$ cat config.mk
export PLATFORM = sky130hd
export DESIGN_NAME = umi_req_fifo
export DESIGN_NICKNAME = d
export VERILOG_FILES = /design/src/rtl/umi_req_fifo.sv
export SDC_FILE = /design/constraint.sdc
export NUM_CORES = 1
export LEC_CHECK = 0
export CORE_MARGIN = 2
export CORE_UTILIZATION = 45
export CTS_BUF_LIST = sky130_fd_sc_hd__clkbuf_16
export DETAILED_ROUTE_END_ITERATION = 10
export GPL_TIMING_DRIVEN = 0
export PLACE_DENSITY = 0.68
export SYNTH_ARGS = -nofsm -noshare
export SYNTH_HDL_FRONTEND = slang
export SYNTH_SLANG_ARGS = --single-unit
$ cat constraint.sdc
create_clock -name clk -period 11.6 [get_ports clk]
set_input_delay 1.16 -clock clk [delete_from_list [all_inputs] [get_ports clk]]
set_output_delay 1.16 -clock clk [all_outputs]
set_load 0.1 [all_outputs]
$ cat src/rtl/umi_req_fifo.sv
// umi_req_fifo: elastic request buffer in front of the UMI endpoint input port.
// A DEPTH-entry circular FIFO with a separate occupancy count. Full, empty and
// almost-full are held in registers next to the count.
// Optional macro UMI_REQ_FIFO_BYPASS_EN adds a zero-latency path: when the FIFO
// is empty and the endpoint is ready, an incoming packet goes straight through.
module umi_req_fifo #(
  parameter int UW    = 256,
  parameter int DEPTH = 4,
  parameter int AFULL = 3
) (
  input  logic                     clk,
  input  logic                     reset,
  input  logic                     flush,
  input  logic                     umi_in_valid,
  input  logic [UW-1:0]            umi_in_packet,
  output logic                     umi_in_ready,
  output logic                     umi_out_valid,
  output logic [UW-1:0]            umi_out_packet,
  input  logic                     umi_out_ready,
  output logic [$clog2(DEPTH):0]   fifo_count,
  output logic                     fifo_empty,
  output logic                     fifo_full,
  output logic                     fifo_afull
);

  localparam int AW = $clog2(DEPTH);
  localparam int CW = AW + 1;

  logic [UW-1:0] mem [DEPTH];
  logic [AW-1:0] wr_ptr_r;
  logic [AW-1:0] rd_ptr_r;
  logic [CW-1:0] count_r;
  logic [CW-1:0] count_nxt_s;
  logic          empty_r;
  logic          full_r;
  logic          afull_r;
  logic          clear_s;
  logic          bypass_s;
  logic          push_s;
  logic          pop_s;

  // Reset and flush act identically and win over every other event.
  assign clear_s = reset | flush;

  // Handshake and head-packet decode; the bypass build forwards the input
  // packet whenever the FIFO holds nothing.
  always_comb begin
    umi_in_ready = !full_r & !clear_s;
`ifdef UMI_REQ_FIFO_BYPASS_EN
    bypass_s      = empty_r & umi_in_valid & umi_out_ready & !clear_s;
    umi_out_valid = (umi_in_valid | !empty_r) & !clear_s;
    if (empty_r) begin
      umi_out_packet = umi_in_packet;
    end else begin
      umi_out_packet = mem[rd_ptr_r];
    end
`else
    bypass_s       = 1'b0;
    umi_out_valid  = !empty_r & !clear_s;
    umi_out_packet = mem[rd_ptr_r];
`endif
    // A bypassed packet is consumed directly and never written.
    push_s = umi_in_valid & umi_in_ready & !bypass_s;
    // Only stored entries can be popped.
    pop_s  = umi_out_valid & umi_out_ready & !empty_r;
  end

  // Next occupancy: a simultaneous push and pop leaves the count unchanged.
  always_comb begin
    case ({push_s, pop_s})
      2'b10:   count_nxt_s = count_r + CW'(1'b1);
      2'b01:   count_nxt_s = count_r - CW'(1'b1);
      default: count_nxt_s = count_r;
    endcase
  end

  // Pointers, count and registered status flags; clear returns all to empty.
  always_ff @(posedge clk) begin
    if (clear_s) begin
      wr_ptr_r <= '0;
      rd_ptr_r <= '0;
      count_r  <= '0;
      empty_r  <= 1'b1;
      full_r   <= 1'b0;
      afull_r  <= 1'b0;
    end else begin
      if (push_s) begin
        wr_ptr_r <= wr_ptr_r + AW'(1'b1);
      end
      if (pop_s) begin
        rd_ptr_r <= rd_ptr_r + AW'(1'b1);
      end
      count_r <= count_nxt_s;
      empty_r <= (count_nxt_s == '0);
      full_r  <= (count_nxt_s == CW'(DEPTH));
      afull_r <= (count_nxt_s >= CW'(AFULL));
    end
  end

  // Packet storage; contents are deliberately left unreset.
  always_ff @(posedge clk) begin
    if (push_s) begin
      mem[wr_ptr_r] <= umi_in_packet;
    end
  end

  assign fifo_count = count_r;
  assign fifo_empty = empty_r;
  assign fifo_full  = full_r;
  assign fifo_afull = afull_r;

endmodule
==> run summary, run 1 <==
Antenna violations before repair - 15
Routed wire length - 78,000 um
Synth Net Count - 1,669
Arrival time of the worst setup path - 3980 ps
Last weighted congestion value of the routability-driven placer - 0.736
Final total power - 0.00778 W
Ordered list of cells on the worst path - clkbuf_1, buf_2, mux4_2, clkdlybuf4s50_1
Yosys top cell by area - sky130_fd_sc_hd__edfxtp_1
Post-cts sizing count - 0
Clock Skew - 20.1 ps
Maximum clock frequency - 0.194 GHz
Clock slew at the register clock pins of the worst setup and hold paths - 60 ps
Top cells by instance count after synthesis - 1,024 x sky130_fd_sc_hd__edfxtp_1, 256 x sky130_fd_sc_hd__mux4_2, 27 x sky130_fd_sc_hd__buf_2, 27 x sky130_fd_sc_hd__buf_6, 12 x sky130_fd_sc_hd__dfxtp_1
CTS hold repair buffers - 0
Crit-path max cell delay - 1210 ps
Floorplan Core Area - 0.0824 mm2
Worst r2r path cells - 4
Hold/Removal Path Class - flop to flop
Number of instances on the worst hold path - 2
RR Startpoint - fifo_full
Tightest Pin Transition - 1180 ps
Routed vias - 17,000
Crit Path Category - flop to output pin
Synthesized area divided by synthesized cell count - 26.8 um2
Crit path max-delay family - buffers and inverters
Starting DRC count in detailed routing - 937
TritonCTS clock tree - done
Crit share post-route - 44.3%
Buffers inserted during post-CTS setup optimization - 0
HPWL after detailed placement - 49,900 um
Total buffers and inverters traversed by the critical path - 3
# setup viols final - 0
Starting Density - 45.6%
Synthesized instance count - 1,402
# H-tree levels - 3
Total clock sinks - 1,036
Count of buffers inserted at the top-level ports - 524
Wire length of the first global-routing pass - 115,000 um
Max-cap viol count - 0
Proportion of synthesized chip area in sequential cells - 82.5%
Count of unique library cells instantiated by Yosys - 29
Worst vdd rail ir drop - 0.132 mV
Via-per-instance ratio - 5.30
Final net count - 2,319
Area growth from synthesis to layout - 27.7%
Total of warnings raised by yosys - 0
Min cycle time layout - 5140 ps
Number of cells after detailed placement - 3,016
DR DRC count - 0
Detail-routed net length per standard cell - 24.3 um
DP Worst Slack - 6920 ps
I/O Pins - 525
Power Dens Cells - 162 mW/mm2
Cell types occupying the most area after synthesis - sky130_fd_sc_hd__edfxtp_1 82%, sky130_fd_sc_hd__mux4_2 15%, sky130_fd_sc_hd__buf_6 0.81%, sky130_fd_sc_hd__dfxtp_1 0.64%, sky130_fd_sc_hd__buf_2 0.36%
Global router's overall resource usage - 18.0%
Number of nets with antenna violations after routing - 0
Clock insertion delay at the later pin of the skew report - 640 ps
Maximum number of pins on one net before global-route repair - 57
Bufs on Longest Clock Path - 3
Worst EP required - 10,440 ps
Startpoint of the worst hold path - rd_ptr_r[1]
Area of the die - 0.0858 mm2
First-pass detailed-route iteration total - 5
X dimension of the die - 293 um
Combined area of all synthesized cells - 0.0376 mm2
Register-to-register path setup slack - 9030 ps
Count of flip-flops with a built-in enable after synthesis - 1,024
Via count of the first global-routing pass - 18,200
Sort of element at the start of the critical path - flop
Minimum hold slack - 533 ps
Clock buffers created by TritonCTS - 104
Portion of synthesized cell area occupied by the leading cell type - 81.8%
Top-count cell post-synth - sky130_fd_sc_hd__edfxtp_1
Die H - 293 um
Hold violation count in the final report - 0
Setup repair after global routing missed its margin - false
FP Rows - 105
Final cell count without fillers - 3,212
Post-route setup slack - 6460 ps
Main synth FF type - sky130_fd_sc_hd__edfxtp_1
Endpoint of the worst-slack reg-to-reg timing path - mem[1][231]
Clock root buffer - sky130_fd_sc_hd__clkbuf_16
Static Leakage - 15.1 nW
Async SR Flop Fraction - 0%
Max-slew headroom at the worst pin - 20.9%
Kind of end point of the critical path - output pin
Worst-path fanout max - 10
Filler cell count in the final layout - 5,815
Slew Viols, Final - 0
Result of the run - complete, no violations
Register bit total from synthesis - 1,036
Total gr overflow - 0
Fraction of final layout cells with drive strength greater than 1 - 22.5%
Slowest cell on the critical path - sky130_fd_sc_hd__clkdlybuf4s50_1
==> worst max path at each step <==
stage / slack, ps / endpoint / start / cells after the start
2_1_floorplan: 3520 / mem[0][0] / flush / 2
3_3_place_gp: -2030 / mem[3][27] / flush / 3
3_5_place_dp: 6920 / umi_out_valid / flush / 5
4_1_cts: 6320 / umi_out_packet[97] / flop / 4
5_1_grt: 6260 / umi_out_packet[97] / flop / 4
6_report: 6460 / umi_out_packet[97] / flop / 4
==> where the power goes <==
| part | internal (W) | switching, W | total (W) | leakage (nW) |
|---|---|---|---|---|
| clock network | 0.00180 | 0.00136 | 0.00316 | 1.70 |
| logic | 0.000159 | 0.000307 | 0.000466 | 4.01 |
| registers | 0.00415 | 0.00000729 | 0.00416 | 9.35 |
==> worst register-to-register path, stage by stage, from the launching register on <==
cell                      delay (ps)
sky130_fd_sc_hd__dfxtp_1         360
sky130_fd_sc_hd__nor4b_4         470
sky130_fd_sc_hd__and2_4          630
sky130_fd_sc_hd__buf_16          350
sky130_fd_sc_hd__buf_16          310
==> final cells by class <==
cell class                 count  area (um2)  area share (%)
sequential                  1036       31000            64.6
multi-input combinational    303        6130            12.8
tap                         1070        1340            2.79
inverter                       4        15.0          0.0313
antenna                        5        12.5          0.0261
timing repair buffer         544        5790            12.1
buffer                        59         458           0.954
clock inverter                86         627            1.31
clock buffer                 105        2630            5.48
==> cells in the final DEF, fill, tap and decap left out, types with 12 or more instances in the layout <==
master / Yosys / routed
sky130_fd_sc_hd__clkbuf_16: 0 / 105
sky130_fd_sc_hd__dfxtp_1: 12 / 12
sky130_fd_sc_hd__clkdlybuf4s50_1: 0 / 524
sky130_fd_sc_hd__clkinv_2: 0 / 21
sky130_fd_sc_hd__mux4_2: 256 / 256
sky130_fd_sc_hd__buf_16: 0 / 19
sky130_fd_sc_hd__clkinv_1: 0 / 24
sky130_fd_sc_hd__inv_1: 4 / 28
sky130_fd_sc_hd__edfxtp_1: 1024 / 1024
sky130_fd_sc_hd__buf_2: 27 / 27
sky130_fd_sc_hd__buf_6: 27 / 27
==> stage by stage <==
stage,util [%],setup TNS (ps),area [um2]
finish,58.3,0,48000
global route,58.3,0,48000
CTS,58.2,0,48000
detailed placement,54.3,0,44700
global placement,53.6,-2029050,44200
floorplan,-,0,37600
==> kinds of logic after synthesis <==
kind of cell	after synthesis	synth area share, %
AO/OA/AOI/OAI	9	0.166
flip-flops	1036	82.5
multiplexers	257	15.4
XOR/XNOR	6	0.140
AND/OR/NAND/NOR	25	0.396
buffers and inverters	63	1.26
adder cells (fa/ha/maj)	6	0.220
==> layer usage <==
layer / part of all wire [%] / track usage [%] / vias to the layer above / wire (um)
met5: 0.17 / 0 / - / 136
met3: 9.5 / 6.71 / 129 / 7430
li1: - / - / 7436 / -
met2: 51 / 30.3 / 536 / 39600
met4: 2.3 / 5.58 / 22 / 1760
met1: 37 / 21.7 / 8910 / 29000
==> state kept, by name, summed over array words and instances (netlist names), named ones only <==
register,flops
fifo_full,1
rd_ptr_r,2
fifo_afull,1
mem,1024
fifo_empty,1
fifo_count,3
wr_ptr_r,2
Power figures use the tool's default switching activity.
==> inputs of run 2 (changes only) <==
--- a/config.mk
+++ b/config.mk
@@ -10,7 +10,7 @@
 export CTS_BUF_LIST = sky130_fd_sc_hd__clkbuf_16
 export DETAILED_ROUTE_END_ITERATION = 10
 export GPL_TIMING_DRIVEN = 0
-export PLACE_DENSITY = 0.68
+export PLACE_DENSITY = 0.7
 export SYNTH_ARGS = -nofsm -noshare
 export SYNTH_HDL_FRONTEND = slang
 export SYNTH_SLANG_ARGS = --single-unit
==> constraint.sdc (replaced) <==
create_clock -name clk -period 4.2 [get_ports clk]
set_input_delay 0.42 -clock clk [delete_from_list [all_inputs] [get_ports clk]]
set_output_delay 0.42 -clock clk [all_outputs]
set_load 0.1 [all_outputs]
==> run summary, run 2 (synthesis gave the netlist of run 1 again) <==
Net switching share of the total power - 21.0%
DR DRC count - 0
X dimension of the die - 293 um
Via count of the first global-routing pass - 18,000
# setup viols final - 0
# H-tree levels - 3
Commonest cells after routing, fill and taps aside - 1,024 x sky130_fd_sc_hd__edfxtp_1, 522 x sky130_fd_sc_hd__clkdlybuf4s50_1, 256 x sky130_fd_sc_hd__mux4_2
Antenna violations before repair - 20
Combinational share of power - 5.8%
Clock root buffer - sky130_fd_sc_hd__clkbuf_16
Starting Density - 45.6%
Tightest Pin Transition - 1180 ps
Starting DRC count in detailed routing - 1,073
Buffers inserted during post-CTS setup optimization - 0
Maximum clock frequency - 0.252 GHz
Max-slew headroom at the worst pin - 20.8%
Total gr overflow - 0
FP Rows - 105
Clock Skew - 43.7 ps
Worst EP required - 3780 ps
Via-per-instance ratio - 5.31
TritonCTS clock tree - done
Slowest cell on the critical path - sky130_fd_sc_hd__clkdlybuf4s50_1
Detail-routed net length per standard cell - 24.3 um
Crit path max-delay family - buffers and inverters
Arrival time of the worst setup path - 3550 ps
Routed vias - 17,100
GR met2 Demand/Resource - 30.0%
Number of nets with antenna violations after routing - 0
Maximum number of pins on one net before global-route repair - 58
Worst vdd rail ir drop - 0.475 mV
Crit share post-route - 94.5%
Count of buffers inserted at the top-level ports - 524
Ordered list of cells on the worst path - buf_1, mux4_2, clkdlybuf4s50_1
Number of cells after detailed placement - 3,016
Final net count - 2,319
Last weighted congestion value of the routability-driven placer - 0.768
CTS hold repair buffers - 0
Crit Path Category - flop to output pin
Setup repair after global routing missed its margin - false
Kind of end point of the critical path - output pin
Static Leakage - 15.2 nW
Worst-path fanout max - 10
Register ranked first by flip-flop count - mem
Met1 capacity usage during global routing - 22.4%
Bufs on Longest Clock Path - 3
Sort of element at the start of the critical path - flop
Final-layout setup total negative slack - 0 ps
Clock slew at the register clock pins of the worst setup and hold paths - 60 ps
I/O Pins - 525
Filler cell count in the final layout - 5,793
Power Dens Cells - 458 mW/mm2
Instance area after placement - 0.0447 mm2
Hold/Removal Path Class - input port to flop
Hold violation count in the final report - 0
Clk network pwr share - 42.2%
Slew Viols, Final - 0
Leading cell type in the layout, fill and taps excluded - sky130_fd_sc_hd__edfxtp_1
Design Area, Final - 0.0483 mm2
Max-cap viol count - 0
Fraction of final layout cells with drive strength greater than 1 - 22.9%
Total clock sinks - 1,036
Post-cts sizing count - 4
Crit-path max cell delay - 1250 ps
HPWL after detailed placement - 50,200 um
Area of the die - 0.0858 mm2
Result of the run - complete, no violations
Total buffers and inverters traversed by the critical path - 2
Met3 usage in global routing - 6.34%
Relative contribution of sequential cells to total power - 51.9%
Die H - 293 um
Clock insertion delay at the later pin of the skew report - 660 ps
Int Power - 0.0175 W
Final total power - 0.0221 W
Wire length of the first global-routing pass - 115,000 um
Global router's overall resource usage - 18.0%
NetSw - 0.00464 W
Clock buffers created by TritonCTS - 104
First-pass detailed-route iteration total - 4
Largest register FFs - 1,024
Floorplan Core Area - 0.0824 mm2
Most utilized layer in the global route result - met2
Routed wire length - 78,000 um
Min cycle time layout - 3970 ps
Final cell count without fillers - 3,215
Area growth from synthesis to layout - 28.5%
run 2: changes by cell type in the layout (fill, tap and decap cells not counted), sizes merged:
cell and change:
bufinv +8, inv -8, clkinv +3, clkbuf +2, clkdlybuf4s50 -2, clkinvlp -2, dlygate4sd2 +2
run 2: through the flow:
stage | hold WS (ps) | setup slack (ps) | util [%]
2_1_floorplan | 485 | -620 | -
3_3_place_gp | 527 | -3500 | 53.6
3_5_place_dp | 536 | 320 | 54.3
4_1_cts | 334 | 43.2 | 58.6
5_1_grt | 362 | 12.5 | 58.6
6_report | 391 | 233 | 58.6
run 2: worst paths after layout:
check                                         from  slack (ps)  cells past startpoint                   to
worst min-delay path            umi_in_packet[108]         390                      1          mem[2][108]
worst min register to register         wr_ptr_r[1]         560                      2          wr_ptr_r[1]
worst max register to register           fifo_full        1560                      4           mem[0][97]
worst max-delay path                          flop         230                      3  umi_out_packet[247]
run 2: power by group through the flow:
stage | sequential, W | combinational (W) | clock [W]
after floorplan | 0.0117 | 0.000723 | 0
after global placement | 0.0117 | 0.00125 | 0
after detailed placement | 0.0117 | 0.00129 | 0
after CTS | 0.0115 | 0.00130 | 0.00955
after global routing | 0.0115 | 0.00133 | 0.00996
final | 0.0115 | 0.00129 | 0.00933
run 2: worst register-to-register path, cell delays in order, from the launching register on:
cell,delay [ps]
sky130_fd_sc_hd__dfxtp_1,360
sky130_fd_sc_hd__nor4b_4,530
sky130_fd_sc_hd__and2_4,620
sky130_fd_sc_hd__buf_16,350
sky130_fd_sc_hd__buf_16,360
run 2: cell type report:
class | instances | area (um2) | share of cell area, %
Multi-Input combinational cell | 303 | 6130 | 12.7
Sequential cell | 1036 | 31000 | 64.2
Antenna cell | 5 | 12.5 | 0.0259
Buffer | 59 | 460 | 0.954
Inverter | 4 | 15.0 | 0.0311
Timing Repair Buffer | 544 | 5790 | 12.0
Clock inverter | 87 | 877 | 1.82
Clock buffer | 107 | 2680 | 5.54
Tap cell | 1070 | 1340 | 2.77
run 2: per-layer routing:
| metal | vias up | share of wire [%] |
|---|---|---|
| met4 | 28 | 2.4 |
| li1 | 7426 | - |
| met3 | 142 | 8.8 |
| met5 | - | 0.24 |
| met2 | 562 | 51 |
| met1 | 8899 | 38 |
==> inputs of run 3 (changes only) <==
--- a/config.mk
+++ b/config.mk
@@ -11,6 +11,7 @@
 export DETAILED_ROUTE_END_ITERATION = 10
 export GPL_TIMING_DRIVEN = 0
 export PLACE_DENSITY = 0.7
+export SKIP_CTS_REPAIR_TIMING = 1
 export SYNTH_ARGS = -nofsm -noshare
 export SYNTH_HDL_FRONTEND = slang
 export SYNTH_SLANG_ARGS = --single-unit
==> run summary, run 3 (synthesis gave the netlist of run 1 again) <==
Result of the run - complete, no violations
RR Startpoint - fifo_full
Worst-path fanout max - 10
Last weighted congestion value of the routability-driven placer - 0.768
Area of the die - 0.0858 mm2
Max-slew headroom at the worst pin - 20.7%
Number of instances on the worst hold path - 1
Starting DRC count in detailed routing - 1,031
HPWL after detailed placement - 50,200 um
Area growth from synthesis to layout - 29.0%
Total met3 wirelength after detailed routing - 6670 um
Clock root buffer - sky130_fd_sc_hd__clkbuf_16
Crit Path Category - flop to output pin
Register area - 0.0310 mm2
Setup repair after global routing missed its margin - false
Hold/Removal Path Class - input port to flop
Bufs on Longest Clock Path - 3
Tightest Pin Transition - 1190 ps
Floorplan Core Area - 0.0824 mm2
Crit-path max cell delay - 1150 ps
Largest register FFs - 1,024
Clock Skew - 45.4 ps
Critical path depth - 4
Final-layout setup total negative slack - 0 ps
TritonCTS clock tree - done
Arrival time of the worst setup path - 3560 ps
Wire length of the first global-routing pass - 115,000 um
DR DRC count - 0
Worst r2r path cells - 4
Min cycle time layout - 3980 ps
Static Leakage - 15.9 nW
Filler cell count in the final layout - 5,753
Ordered list of cells on the worst path - clkbuf_1, buf_2, mux4_2, clkdlybuf4s50_1
Die H - 293 um
Maximum clock frequency - 0.251 GHz
Crit path max-delay family - buffers and inverters
Count of buffers inserted at the top-level ports - 524
Leading cell type in the layout, fill and taps excluded - sky130_fd_sc_hd__edfxtp_1
Max-cap viol count - 0
Hold violation count in the final report - 0
Antenna violations before repair - 20
First-pass detailed-route iteration total - 5
Routed met2 length - 39,700 um
Via-per-instance ratio - 5.30
I/O Pins - 525
Slew Viols, Final - 0
Detail-routed net length per standard cell - 24.3 um
X dimension of the die - 293 um
Slowest cell on the critical path - sky130_fd_sc_hd__clkdlybuf4s50_1
Sort of element at the start of the critical path - flop
Total area of multi-input combinational cells - 0.00613 mm2
Global router's overall resource usage - 18.0%
Maximum number of pins on one net before global-route repair - 58
# H-tree levels - 3
Register ranked first by flip-flop count - mem
Starting Density - 45.6%
Startpoint of the worst hold path - umi_in_packet[142]
Worst EP required - 3780 ps
Total gr overflow - 0
Worst vdd rail ir drop - 0.474 mV
Routed wire length - 78,300 um
Routed vias - 17,000
Via count of the first global-routing pass - 18,000
Final net count - 2,319
Crit share post-route - 94.8%
Utilization after layout - 58.9%
Total clock sinks - 1,036
Uppermost signal routing layer after detailed routing - met5
Clock slew at the register clock pins of the worst setup and hold paths - 60 ps
Commonest cells after routing, fill and taps aside - 1,024 x sky130_fd_sc_hd__edfxtp_1, 445 x sky130_fd_sc_hd__clkdlybuf4s50_1, 256 x sky130_fd_sc_hd__mux4_2
# setup viols final - 0
Power Dens Cells - 456 mW/mm2
Clock buffers created by TritonCTS - 104
Total buffers and inverters traversed by the critical path - 3
Clock insertion delay at the later pin of the skew report - 660 ps
Number of nets with antenna violations after routing - 0
Fraction of final layout cells with drive strength greater than 1 - 22.9%
Kind of end point of the critical path - output pin
FP Rows - 105
Detailed-route wire length on metal 1 - 29,900 um
==> run 3: cell count changes in the layout (fill, tap and decap cells not counted) <==
cell and change:
sky130_fd_sc_hd__clkbuf_1 +1, sky130_fd_sc_hd__clkbuf_2 -1, sky130_fd_sc_hd__clkdlybuf4s50_1 -77, sky130_fd_sc_hd__dlygate4sd2_1 -2, sky130_fd_sc_hd__dlymetal6s2s_1 +79
==> run 3: routing by layer <==
layer | vias to the layer above | GRT usage, %
li1 | 7416 | -
met1 | 8912 | 22.4
met2 | 536 | 30.0
met3 | 139 | 6.34
met4 | 28 | 5.50
met5 | - | 0
==> run 3: stage by stage <==
step           power (W)  area (um2)  hold slack (ps)  std cells  worst slack (ps)
6_report          0.0221       48500              391       3215               220
5_1_grt           0.0228       48500              362       3214              1.68
4_1_cts           0.0223       48300              334       3210              -381
3_5_place_dp      0.0130       44700              536       3016               320
3_3_place_gp      0.0130       44200              527       2996             -3500
2_1_floorplan     0.0124       37600              485       1402              -620
==> run 3: cell type report <==
cell class	count	area share (%)
timing repair buffer	544	12.3
clock buffer	107	5.52
inverter	4	0.0310
clock inverter	87	1.81
antenna	5	0.0258
buffer	59	0.947
sequential	1036	63.9
multi-input combinational	303	12.6
tap	1070	2.76
==> run 3: final timing paths <==
path | to | slack (ps)
worst max-delay path | umi_out_packet[162] | 220
worst min-delay path | mem[1][142] | 390
worst max register to register | mem[0][17] | 1550
worst min register to register | rd_ptr_r[0] | 560
==> run 3: worst register-to-register path, cell delays in order (launching register included) <==
cell                      delay, ps
sky130_fd_sc_hd__dfxtp_1        360
sky130_fd_sc_hd__nor4b_4        530
sky130_fd_sc_hd__and2_4         620
sky130_fd_sc_hd__buf_16         320
sky130_fd_sc_hd__buf_16         400
==> run 3: power by group <==
| part | leakage, nW | switching [W] | total (W) | internal [W] |
|---|---|---|---|---|
| sequential | 9.35 | 0.0000199 | 0.0115 | 0.0115 |
| clock | 1.82 | 0.00379 | 0.00934 | 0.00556 |
| combinational | 4.74 | 0.000847 | 0.00128 | 0.000436 |
